File: src/rtl/tlb_ctrl_pkg.sv
// Shared types and constants for the TLB maintenance-op sequencer.
package tlb_ctrl_pkg;

  // Must match the CP0 TLB index width (32-entry TLB).
  localparam int TLB_IDX_W = 5;

  // Index value reported to CP0 when a probe finds no matching entry.
  localparam logic [31:0] TLBP_MISS = 32'h8000_0000;

  typedef enum logic [1:0] {
    TLBOP_R  = 2'd0,
    TLBOP_WI = 2'd1,
    TLBOP_WR = 2'd2,
    TLBOP_P  = 2'd3
  } tlb_op_e;

  typedef enum logic [2:0] {
    ST_IDLE    = 3'd0,
    ST_ISSUE   = 3'd1,
    ST_RD_WAIT = 3'd2,
    ST_PR_WAIT = 3'd3,
    ST_DONE    = 3'd4
  } tlb_state_e;

endpackage

File: src/rtl/tlb_op_ctrl.sv
// Sequencer for TLBR/TLBWI/TLBWR/TLBP: issues the TLB array command, then
// the single-cycle CP0 strobe, then a done pulse. Strobes and commands are
// suppressed on any cycle carrying flush, cp0_wr_en or reset so CP0 sees
// each update exactly once.
module tlb_op_ctrl
  import tlb_ctrl_pkg::*;
#(
  parameter int TLB_IDX_BITS = TLB_IDX_W
) (
  input  logic                    clk,
  input  logic                    reset,
  input  logic                    req_valid,
  input  logic [1:0]              req_op,
  output logic                    req_ready,
  output logic                    done,
  output logic                    busy,
  input  logic                    flush,
  input  logic                    cp0_wr_en,
  input  logic [31:0]             cp0_tlb_index_i,
  input  logic [31:0]             cp0_entryhi_i,
  input  logic [31:0]             cp0_entrylo0_i,
  input  logic [31:0]             cp0_entrylo1_i,
  input  logic [11:0]             cp0_pagemask_i,
  output logic                    cp0_tlbr_o,
  output logic                    cp0_tlbp_o,
  output logic                    cp0_tlb_random_o,
  output logic [31:0]             cp0_entryhi_o,
  output logic [31:0]             cp0_entrylo0_o,
  output logic [31:0]             cp0_entrylo1_o,
  output logic [11:0]             cp0_pagemask_o,
  output logic [31:0]             cp0_index_o,
  output logic                    tlb_rd_en,
  output logic                    tlb_wr_en,
  output logic                    tlb_probe_en,
  output logic [TLB_IDX_BITS-1:0] tlb_idx,
  output logic [31:0]             tlb_wr_entryhi,
  output logic [31:0]             tlb_wr_entrylo0,
  output logic [31:0]             tlb_wr_entrylo1,
  output logic [11:0]             tlb_wr_pagemask,
  input  logic [31:0]             tlb_rd_entryhi,
  input  logic [31:0]             tlb_rd_entrylo0,
  input  logic [31:0]             tlb_rd_entrylo1,
  input  logic [11:0]             tlb_rd_pagemask,
  input  logic                    tlb_probe_hit,
  input  logic [TLB_IDX_BITS-1:0] tlb_probe_idx
);

  tlb_state_e              r_state;
  tlb_state_e              w_next_state;
  tlb_op_e                 r_op;
  logic                    w_accept;
  logic [TLB_IDX_BITS-1:0] w_idx;
  logic                    w_unused_idx_hi;

  // Only the low index bits address the array; upper CP0 bits are ignored.
  assign w_idx           = cp0_tlb_index_i[TLB_IDX_BITS-1:0];
  assign w_unused_idx_hi = ^cp0_tlb_index_i[31:TLB_IDX_BITS];

  // CP0 Index encoding of a probe result: P bit set on miss, else the entry.
  function automatic logic [31:0] probe_index(input logic hit,
                                              input logic [TLB_IDX_BITS-1:0] idx);
    logic [31:0] v;
    if (hit) begin
      v = {{(32-TLB_IDX_BITS){1'b0}}, idx};
    end else begin
      v = TLBP_MISS;
    end
    return v;
  endfunction

  // State register and latched op.
  always_ff @(posedge clk) begin
    if (reset) begin
      r_state <= ST_IDLE;
      r_op    <= TLBOP_R;
    end else begin
      r_state <= w_next_state;
      if (w_accept) begin
        r_op <= tlb_op_e'(req_op);
      end
    end
  end

  // Next state, TLB commands, CP0 strobes and data; all zero unless active.
  always_comb begin
    w_next_state     = r_state;
    w_accept         = 1'b0;
    req_ready        = 1'b0;
    done             = 1'b0;
    busy             = 1'b0;
    cp0_tlbr_o       = 1'b0;
    cp0_tlbp_o       = 1'b0;
    cp0_tlb_random_o = 1'b0;
    cp0_entryhi_o    = 32'd0;
    cp0_entrylo0_o   = 32'd0;
    cp0_entrylo1_o   = 32'd0;
    cp0_pagemask_o   = 12'd0;
    cp0_index_o      = 32'd0;
    tlb_rd_en        = 1'b0;
    tlb_wr_en        = 1'b0;
    tlb_probe_en     = 1'b0;
    tlb_idx          = '0;
    tlb_wr_entryhi   = 32'd0;
    tlb_wr_entrylo0  = 32'd0;
    tlb_wr_entrylo1  = 32'd0;
    tlb_wr_pagemask  = 12'd0;
    if (reset) begin
      w_next_state = ST_IDLE;
    end else begin
      case (r_state)
        ST_IDLE: begin
          req_ready = !flush;
          if (req_valid && !flush) begin
            w_accept     = 1'b1;
            w_next_state = ST_ISSUE;
          end else begin
            w_next_state = ST_IDLE;
          end
        end
        ST_ISSUE: begin
          busy = 1'b1;
          if (flush) begin
            w_next_state = ST_IDLE;
          end else if (cp0_wr_en) begin
            w_next_state = ST_ISSUE;
          end else begin
            case (r_op)
              TLBOP_R: begin
                tlb_rd_en    = 1'b1;
                tlb_idx      = w_idx;
                w_next_state = ST_RD_WAIT;
              end
              TLBOP_P: begin
                tlb_probe_en = 1'b1;
                w_next_state = ST_PR_WAIT;
              end
              TLBOP_WI, TLBOP_WR: begin
                // Random is sampled before CP0 advances it on this strobe.
                cp0_tlb_random_o = (r_op == TLBOP_WR);
                tlb_wr_en        = 1'b1;
                tlb_idx          = w_idx;
                tlb_wr_entryhi   = cp0_entryhi_i;
                tlb_wr_entrylo0  = cp0_entrylo0_i;
                tlb_wr_entrylo1  = cp0_entrylo1_i;
                tlb_wr_pagemask  = cp0_pagemask_i;
                w_next_state     = ST_DONE;
              end
              default: begin
                w_next_state = ST_IDLE;
              end
            endcase
          end
        end
        ST_RD_WAIT: begin
          busy = 1'b1;
          if (flush) begin
            w_next_state = ST_IDLE;
          end else if (cp0_wr_en) begin
            w_next_state = ST_RD_WAIT;
          end else begin
            cp0_tlbr_o     = 1'b1;
            cp0_entryhi_o  = tlb_rd_entryhi;
            cp0_entrylo0_o = tlb_rd_entrylo0;
            cp0_entrylo1_o = tlb_rd_entrylo1;
            cp0_pagemask_o = tlb_rd_pagemask;
            w_next_state   = ST_DONE;
          end
        end
        ST_PR_WAIT: begin
          busy = 1'b1;
          if (flush) begin
            w_next_state = ST_IDLE;
          end else if (cp0_wr_en) begin
            w_next_state = ST_PR_WAIT;
          end else begin
            cp0_tlbp_o   = 1'b1;
            cp0_index_o  = probe_index(tlb_probe_hit, tlb_probe_idx);
            w_next_state = ST_DONE;
          end
        end
        ST_DONE: begin
          // The side effect is already committed, so flush cannot cancel it.
          busy         = 1'b1;
          done         = 1'b1;
          w_next_state = ST_IDLE;
        end
        default: begin
          w_next_state = ST_IDLE;
        end
      endcase
    end
  end

endmodule

File: config.mk
export PLATFORM = sky130hd
export DESIGN_NAME = tlb_op_ctrl
export DESIGN_NICKNAME = d
export VERILOG_FILES = /design/src/rtl/tlb_ctrl_pkg.sv /design/src/rtl/tlb_op_ctrl.sv
export SDC_FILE = /design/constraint.sdc
export NUM_CORES = 1
export LEC_CHECK = 0
export CAP_MARGIN = 40
export CORE_AREA = 2 2 206 208
export DETAILED_ROUTE_END_ITERATION = 10
export DIE_AREA = 0 0 208 210
export GPL_ROUTABILITY_DRIVEN = 0
export PLACE_DENSITY_LB_ADDON = 0.08
export SETUP_SLACK_MARGIN = 0.2
export SYNTH_ARGS = -nofsm -noshare
export SYNTH_HDL_FRONTEND = slang
export SYNTH_SLANG_ARGS = --single-unit
File: constraint.sdc
create_clock -name clk -period 5.1 [get_ports clk]
set_clock_uncertainty 0.2 [all_clocks]
set_input_delay 1.02 -clock clk [delete_from_list [all_inputs] [get_ports clk]]
set_output_delay 1.02 -clock clk [all_outputs]
set_load 0.05 [all_outputs]
==> results_dict.tcl <==
set metrics [dict create \
    status "complete, no violations" \
    synth_edf_count 0 \
    p_per_area_mw_per_mm2 44.1 \
    syn-instance-count 326 \
    fp.dieArea_sq_mm 0.0437 \
    r2r_end "r_state[1]" \
    place_area_sq_mm 0.00963 \
    via_count 3760 \
    dp.cells 1313 \
    antenna_found_initial 0 \
    wl_per_cell_microns 15.2 \
    relSlewSlack_pct 64.0 \
    final_cell_area_sq_mm 0.00971 \
    yosysTopAreaCellShare_pct 66.4 \
    path_delay_family "simple AND/OR/NAND/NOR gates" \
    synth_top_cell_by_area "and2_1" \
    endpoint "tlb_wr_entrylo0[26]" \
    p_seq_share_pct 10.2 \
    insertion_delay_ns 0.22 \
    grt_pass1_wl_microns 28300 \
    syn_to_final_growth_pct 356 \
    maxCapViolations 0 \
    cp.required_ns 3.88 \
    cp.arrival_ns 3.29 \
    worstMarginPinSlew_ns 0.538 \
    cts_buffers 3 \
    cts_tree "done" \
    cpPeakStageDelay_ns 0.72 \
    setup_ws_ns 0.590 \
    startpoint_type "input pin" \
    drt-total-wl_microns 20100 \
    fin_setup_tns_ns 0 \
    swShare_pct 26.5 \
    synth-main-ff-cell "dfxtp_1" \
    worstPathCellList "clkdlybuf4s50_1 > or4_1 > nor3_4 > buf_12 > and2_1 > buf_12" \
    fill_cells 4425 \
    fp.dieW_microns 208 \
    rows 75 \
    drt_iter0_drc 78 \
    track_usage_pct 8.66 \
    seq_area_sq_um 100 \
    fin_crit_sh_pct 88.4 \
    yosys-top-cells-area "and2_1, buf_4, dfxtp_1" \
    final_max_slew_viol_count 0 \
    p_int_uw 315 \
    worst_hold_slack_ns 0.329 \
    portBuffers 469 \
    htree_num_levels 1 \
    crit_fanout 109 \
    clk_pin_slew_worst_paths_ns 0.03 \
    fin_total_pwr_uw 428 \
    r2r-start "r_state[0]" \
    cts.sinks 5 \
    ys_ff_latch 5 \
    rr_worst_depth 3 \
    hp-class "register to register" \
    synth.top_cells.by_count "and2_1, buf_4, clkbuf_1" \
    cts-root-buf "clkbuf_16" \
    grt_max_degree 110 \
    setup_viol 0 \
    cts_resized 0 \
    p_sw_uw 113 \
    drive_gt1_share_pct 31.1 \
    post_cts_buffers 0 \
    crit_slowest_cell "or4_1" \
    syn_area_sq_mm 0.00213 \
    layout_min_cycle_time_ns 4.51 \
    end_kind "primary output" \
    cp_num_cells 6 \
    instances_no_fill 1317 \
    hold_buffers 0 \
    crit_type "input pin to primary output" \
    comb_power_share_pct 59.9 \
    ff2ff_setup_slack_ns 3.46 \
    die_h_microns 210 \
    overflow 0 \
    avgSynthCellArea_sq_um 6.53 \
    yosysMostFrequentCell "and2_1" \
    place_ws_ns 0.563 \
    drt-pass1-iter-count 4 \
    vias_per_cell 2.85 \
    ios 523 \
    grt_pass1_vias 3960 \
    worst_setup_path_startpoint "cp0_wr_en" \
    yosysWarnings 0 \
    post-route-util_pct 23.4 \
    hpwl_microns 18400 \
    clockBufferDepth 2 \
    route.detailed.drc 0 \
    coreArea_sq_mm 0.0415 \
    synth_cell_types 25 \
    fmax_ghz 0.222 \
    synthArstFlopShare_pct 0 \
    hold_viol 0 \
    critPathBufInv 3 \
    num_antenna_cells 0 \
    p_clk_share_pct 29.9 \
    multi_input_area_sq_mm 0.00180 \
    synth_seq_area_share_pct 4.70 \
    critPathMostFrequentCell "buf_12" \
    peakVddDrop_mv 0.0933 \
    start_util_pct 5.13 \
    leakage_nw 3.82 \
    rsz0062_at_grt "false" \
    nets 1044 \
    ant_nets 0 \
]
## tightest hold or removal path, delay by kind of cell (launching register included)
kind	cells	cell delay, ns
simple gates	1	0.08
mux	1	0.06
flops	1	0.34
## logic make-up (layout without fill, tap and decap cells)
group / after synthesis / in the layout / synth area share [%]
flops: 5 / 5 / 4.70
xor+xnor: 1 / 1 / 0.411
fa+ha+maj: 4 / 4 / 2.35
buf+inv: 54 / 481 / 15.4
mux: 2 / 2 / 0.940
simple gates: 255 / 255 / 75.1
other cells: 1 / 26 / 0.176
compound gates: 4 / 4 / 0.940
## power by group through the flow
stage,clock (mW),sequential [mW],combinational (mW)
finish,0.128,0.0437,0.257
detailed placement,0,0.0445,0.258
floorplan,0,0.0423,0.0837
global placement,0,0.0444,0.258
global route,0.133,0.0440,0.273
CTS,0.131,0.0439,0.260
## state kept, by name (all words and copies together) (netlist names)
signal	count
r_op	2
r_state	3
## per-layer routing
layer	GRT usage, %	vias up	wire length [microns]
li1	-	1828	-
met1	8.05	1626	6230
met2	16.9	304	10800
met3	5.14	2	3020
met4	0.440	0	36
met5	0	-	0
## cell usage in the layout, fill, tap and decap left out
cell type,n
inv_1,4
buf_12,232
clkbuf_1,1
nor2b_1,1
clkbuf_16,3
or4_1,1
and3_1,6
nand2b_1,5
nand2_1,2
or3_1,2
mux2i_1,2
nor3_4,2
and3b_1,1
clkdlybuf4s50_1,236
dfxtp_1,5
o21ai_0,1
and2_1,226
xor2_1,1
nor4b_1,1
nor2_1,6
conb_1,26
ha_1,4
a21oi_1,3
nor3_1,2
buf_4,5
## cell type report
cell class | count | share of cell area, %
timing repair buffer | 473 | 72.6
multi-input combinational | 292 | 18.5
tap | 539 | 6.95
sequential | 5 | 1.03
clock buffer | 4 | 0.812
inverter | 4 | 0.155
## how the worst min path moves through the flow
stage                       start  slack, ns      end  cells after the start
final                     r_op[0]       0.33  r_op[0]                      2
after global routing      r_op[0]       0.38  r_op[0]                      2
after CTS                 r_op[0]       0.34  r_op[0]                      2
after detailed placement  r_op[0]       0.34  r_op[0]                      2
after global placement    r_op[0]       0.33  r_op[0]                      2
after floorplan           r_op[0]       0.28  r_op[0]                      2
Power figures use the tool's default switching activity.
